`src/rtl/mult_arbiter_pkg.sv`:
```
// Shared definitions for the multiplier arbiter and its round-robin picker.
package mult_pkg;

  localparam int OP_W        = 4;
  localparam int PROD_W      = 8;
  localparam int TIMEOUT_DEF = 32;
  localparam int TIMER_W     = $clog2(TIMEOUT_DEF);

  typedef enum logic [1:0] {
    IDLE  = 2'd0,
    ISSUE = 2'd1,
    WAIT  = 2'd2,
    RESP  = 2'd3
  } state_t;

  // Index width for an n-entry vector; never narrower than one bit.
  function automatic int idx_w(input int n);
    return (n > 1) ? $clog2(n) : 1;
  endfunction

  // Timer width able to hold the value timeout-1.
  function automatic int timer_w(input int timeout);
    return (timeout > 2) ? $clog2(timeout) : 1;
  endfunction

endpackage

```
`src/rtl/mult_arbiter_rr_pick.sv`:
```
// Combinational round-robin picker: the first set request strictly after
// ptr (with wrap-around) wins. Reusable for any shared-resource scheduler.
module rr_pick
  import mult_pkg::*;
#(
  parameter int N  = 4,
  parameter int IW = idx_w(N)
) (
  input  logic [N-1:0]  req,
  input  logic [IW-1:0] ptr,
  output logic [N-1:0]  gnt,
  output logic [IW-1:0] idx,
  output logic          any
);

  // Scan ptr+1 .. ptr+N modulo N; the first hit latches into gnt/idx.
  always_comb begin
    logic [IW-1:0] j_s;
    logic          hit_s;
    gnt = '0;
    idx = '0;
    any = 1'b0;
    for (int k = 1; k <= N; k++) begin
      j_s      = IW'((int'(ptr) + k) % N);
      hit_s    = !any && req[j_s];
      gnt[j_s] = gnt[j_s] | hit_s;
      idx      = hit_s ? j_s : idx;
      any      = any | hit_s;
    end
  end

endmodule

```
`src/rtl/mult_arbiter.sv`:
```
// Round-robin scheduler sharing one shift-add multiplier among N_REQ
// requesters. One transaction at a time: grant, init pulse, wait for done
// (or timeout), then a one-cycle response pulse to the winner.
module mult_arbiter
  import mult_pkg::*;
#(
  parameter int N_REQ   = 4,
  parameter int TIMEOUT = 32
) (
  input  logic                    clk,
  input  logic                    rst,
  input  logic [N_REQ-1:0]        req,
  input  logic [OP_W*N_REQ-1:0]   op_a,
  input  logic [OP_W*N_REQ-1:0]   op_b,
  output logic [N_REQ-1:0]        gnt,
  output logic [N_REQ-1:0]        resp_valid,
  output logic [PROD_W-1:0]       resp_data,
  output logic                    resp_err,
  output logic                    busy,
  output logic                    mul_init,
  output logic [OP_W-1:0]         mul_ma,
  output logic [OP_W-1:0]         mul_mb,
  input  logic                    mul_done,
  input  logic [PROD_W-1:0]       mul_producto
);

  localparam int             IW      = idx_w(N_REQ);
  localparam int             TW      = timer_w(TIMEOUT);
  localparam logic [TW-1:0]  T_LAST  = TW'(TIMEOUT - 1);
  localparam logic [IW-1:0]  PTR_RST = IW'(N_REQ - 1);

  state_t            state_r;
  logic [IW-1:0]     ptr_r;
  logic [IW-1:0]     win_r;
  logic [TW-1:0]     timer_r;

  logic [N_REQ-1:0]  pick_gnt_s;
  logic [IW-1:0]     pick_idx_s;
  logic              pick_any_s;
  logic [OP_W-1:0]   sel_a_s;
  logic [OP_W-1:0]   sel_b_s;

  rr_pick #(
    .N  (N_REQ),
    .IW (IW)
  ) u_pick (
    .req (req),
    .ptr (ptr_r),
    .gnt (pick_gnt_s),
    .idx (pick_idx_s),
    .any (pick_any_s)
  );

  // Operand mux driven by the one-hot pick, so no variable part-selects.
  always_comb begin
    sel_a_s = '0;
    sel_b_s = '0;
    for (int i = 0; i < N_REQ; i++) begin
      sel_a_s = sel_a_s | (op_a[i*OP_W +: OP_W] & {OP_W{pick_gnt_s[i]}});
      sel_b_s = sel_b_s | (op_b[i*OP_W +: OP_W] & {OP_W{pick_gnt_s[i]}});
    end
  end

  // Scheduler FSM; every output is a register. Done is only looked at in
  // WAIT, so a late done from an aborted or timed-out job is dropped.
  always_ff @(posedge clk or posedge rst) begin
    if (rst) begin
      state_r    <= IDLE;
      ptr_r      <= PTR_RST;
      win_r      <= '0;
      timer_r    <= '0;
      gnt        <= '0;
      resp_valid <= '0;
      resp_data  <= '0;
      resp_err   <= 1'b0;
      busy       <= 1'b0;
      mul_init   <= 1'b0;
      mul_ma     <= '0;
      mul_mb     <= '0;
    end else begin
      gnt        <= '0;
      resp_valid <= '0;
      mul_init   <= 1'b0;
      case (state_r)
        IDLE: begin
          if (pick_any_s) begin
            gnt     <= pick_gnt_s;
            win_r   <= pick_idx_s;
            mul_ma  <= sel_a_s;
            mul_mb  <= sel_b_s;
            busy    <= 1'b1;
            state_r <= ISSUE;
          end else begin
            state_r <= IDLE;
          end
        end
        ISSUE: begin
          mul_init <= 1'b1;
          timer_r  <= '0;
          state_r  <= WAIT;
        end
        WAIT: begin
          if (mul_done) begin
            resp_data         <= mul_producto;
            resp_err          <= 1'b0;
            resp_valid[win_r] <= 1'b1;
            state_r           <= RESP;
          end else if (timer_r == T_LAST) begin
            resp_data         <= '0;
            resp_err          <= 1'b1;
            resp_valid[win_r] <= 1'b1;
            state_r           <= RESP;
          end else begin
            timer_r <= timer_r + TW'(1);
          end
        end
        RESP: begin
          ptr_r   <= win_r;
          busy    <= 1'b0;
          state_r <= IDLE;
        end
        default: begin
          busy    <= 1'b0;
          state_r <= IDLE;
        end
      endcase
    end
  end

endmodule

```
`config.mk`:
```
export PLATFORM = sky130hd
export DESIGN_NAME = mult_arbiter
export DESIGN_NICKNAME = d
export VERILOG_FILES = /design/src/rtl/mult_arbiter_pkg.sv /design/src/rtl/mult_arbiter_rr_pick.sv /design/src/rtl/mult_arbiter.sv
export SDC_FILE = /design/constraint.sdc
export NUM_CORES = 1
export LEC_CHECK = 0
export CAP_MARGIN = 20
export CORE_ASPECT_RATIO = 0.7
export CORE_UTILIZATION = 30
export DETAILED_ROUTE_END_ITERATION = 10
export PLACE_DENSITY = 0.57
export SYNTH_ARGS = -nofsm -noshare
export SYNTH_HDL_FRONTEND = slang
export SYNTH_HIERARCHICAL = 1
export SYNTH_SLANG_ARGS = --single-unit
```
`constraint.sdc`:
```
create_clock -name clk -period 6.2 [get_ports clk]
set_input_delay 0.93 -clock clk [delete_from_list [all_inputs] [get_ports clk]]
set_output_delay 0.93 -clock clk [all_outputs]
set_load 0.005 [all_outputs]
```
==> reports/results.txt <==
antenna-violating nets left -> 0
Cell Pwr Density -> 534 nW/µm²
cts bufs inserted -> 5
Simple-Gate Fraction of Synth Area -> 14.4%
Hold Crit Start -> mul_mb[3]
dpl ws -> 1.87 ns
clock sink count -> 38
commonest register cell after synthesis -> dfrtp_1
setup bufs post-CTS -> 0
total power -> 1.77 mW
HPWL Detailed -> 4.63 mm
kind of critical path -> flop to flop
crit path cell chain -> inv_1, ha_1, mux4_2, or3b_1, o2111a_1, nor2_1, o211ai_2, mux2i_1, a22o_1, a221oi_1, o21ai_0
post-synthesis sequential area ratio -> 39.6%
initial drt markers -> 164
Hold-fix buffers, CTS -> 0
mux contribution to synthesized area -> 11.2%
Routed WL -> 6.33 mm
initial antenna violation count -> 0
Crit. End Element -> flop
minimum clock period -> 4.23 ns
Pins Over Slew Limit -> 0
Die Wd -> 109 µm
Core ar. -> 7510 µm²
Placed Area -> 3170 µm²
CTS tree -> yes
GPL Wtd Cong -> 0.808
vias in the first global route -> 2,021
CP max stage delay -> 0.90 ns
WP data arrival -> 4.41 ns
Post-Layout Inst Area -> 3320 µm²
final hold vios -> 0
Post-Layout Cell Count -> 399
largest family of logic cells by synthesized area -> compound AO/OA/AOI/OAI gates
Gate Count Post-Synth -> 239
DR vias/cell -> 5.18
most frequent cells in the layout -> clkdlybuf4s50_1 (73), dfrtp_1 (36), a22o_1 (18)
commonest non-fill, non-tap cell in the layout -> clkdlybuf4s50_1
slew margin rel. -> 45.7%
compound-cell area share of the yosys netlist -> 23.3%
Vias -> 2,066
slowest CP cell -> dfstp_2
initial core utilization -> 32.1%
Post-synth EDFFs -> 0
Total GRT Usage -> 15.2%
Critical Path RT -> 6.39 ns
multi-input logic area -> 1310 µm²
max cap viols -> 0
Post-Syn Nets -> 296
FF/Latch Area -> 953 µm²
Leakage -> 1.42 nW
first-pass GRT wire length -> 9.94 mm
RSZ-0062 raised after global routing -> no
DIE HEIGHT -> 77.0 µm
yosys warns -> 6
final setup vio count -> 0
# resized after CTS -> 0
fin util -> 44.2%
root buffer cell -> clkbuf_16
Post-Synth XOR/XNOR Area -> 0.364%
layout cells sized above 1 -> 8.97%
Reg2Reg Launch Point -> ptr_r[0]
Synth Area per Inst -> 10.1 µm²
skew final -> 0.00415 ns
worst IR drop on VDD -> 199 µV
IO Port Bufs -> 73
largest net degree at the start of global routing -> 39
HP Class -> flop to flop
setup TNS -> 0 ns
# nets final -> 357
setup ws final -> 1.97 ns
Setup crit start kind -> flop
die area -> 8400 µm²
IO Pins -> 74
gr ovfl total -> 0
FFs w/ async S/R, synth -> 100%
CP Launch Point -> ptr_r[0]
FF+latch count, synth -> 38
worst-path fanout max -> 30
fmax -> 237 MHz
fin crit share -> 68.2%
clk slew on worst S/H paths -> 0.06 ns
ANT cells -> 0
area grow syn2layout -> 37.9%
adder-cell share of the synthesized area -> 5.19%
Fill cells -> 697
mapped cell area -> 2410 µm²
First-pass DRT Iterations -> 4
FP Rows -> 26
Least-Margin Pin Slew -> 0.792 ns
drt wl/cell -> 15.9 µm
CTS HTree Levels -> 2
worst skew pair latency -> 0.28 ns
Unique masters post-synth -> 50
DR DRC count -> 0
Fin Hold WS -> 0.479 ns
dpl cells -> 391
outcome -> finished clean
Max clock buf depth -> 2
==> area by class of cell <==
type	count	share of cell area, %
Clock buffer	8	4.41
Multi-Input combinational cell	169	39.5
Inverter	11	1.24
Sequential cell	38	28.7
Tap cell	98	3.69
Timing Repair Buffer	75	22.5
==> critical path: cells and delay by family (launching register included) <==
kind / cells / cell delay [ns]
compound gates: 5 / 0.80
fa+ha+maj: 1 / 0.48
buf+inv: 1 / 0.18
flops: 1 / 0.90
mux: 2 / 1.14
simple gates: 2 / 0.65
==> synthesized netlist by cell type, drive strengths merged (3+ instances only) <==
master	instances	area share, %
clkbuf	12	1.9
a22oi	3	0.93
ha	10	5.2
mux2	7	3.3
o21ai	18	3.9
dfrtp	36	37
a22o	18	6.5
inv	11	1.7
nor2	15	2.4
mux2i	10	4.2
and3b	3	1.1
a21oi	8	1.7
or3b	3	1.2
buf	9	2.4
o211ai	3	1.1
nand2	13	2.0
a221oi	9	3.3
mux4	4	3.7
and3	8	2.1
nor3b	6	1.9
a31oi	3	0.78
==> power breakdown <==
part / switching (mW) / internal, mW / leakage (nW)
Combinational: 0.538 / 0.534 / 0.864
Clock: 0.0928 / 0.160 / 0.0712
Sequential: 0.0973 / 0.351 / 0.484
==> worst paths after layout <==
| check | to | slack, ns | cells after the start |
|---|---|---|---|
| worst max register to register | mul_ma[1] | 1.97 | 11 |
| max in group asynchronous | ptr_r[0] | 4.75 | 3 |
| worst max-delay path | mul_ma[1] | 1.97 | 11 |
| worst min-delay path | mul_mb[3] | 0.48 | 2 |
| worst min register to register | mul_mb[3] | 0.48 | 2 |
| min in group asynchronous | mul_ma[2] | 1.07 | 3 |
==> logic make-up after synthesis <==
family	Yosys count
compound gates	75
simple gates	62
flops	38
buf+inv	32
mux	21
fa+ha+maj	10
xor+xnor	1
==> registers in the layout, summed over array words and instances (netlist names) <==
register,flops
resp_data,8
timer_r,5
gnt,4
mul_ma,4
mul_mb,4
resp_valid,4
ptr_r,2
state_r,2
win_r,2
busy,1
mul_init,1
resp_err,1
==> routing by layer <==
metal	up-vias	wire [µm]	global-route usage, %
li1	1017	-	-
met1	971	3190	21.8
met2	72	2680	23.0
met3	6	403	3.15
met4	0	50	3.51
met5	-	0	0
Note: power is estimated with default switching activity, not from simulation.
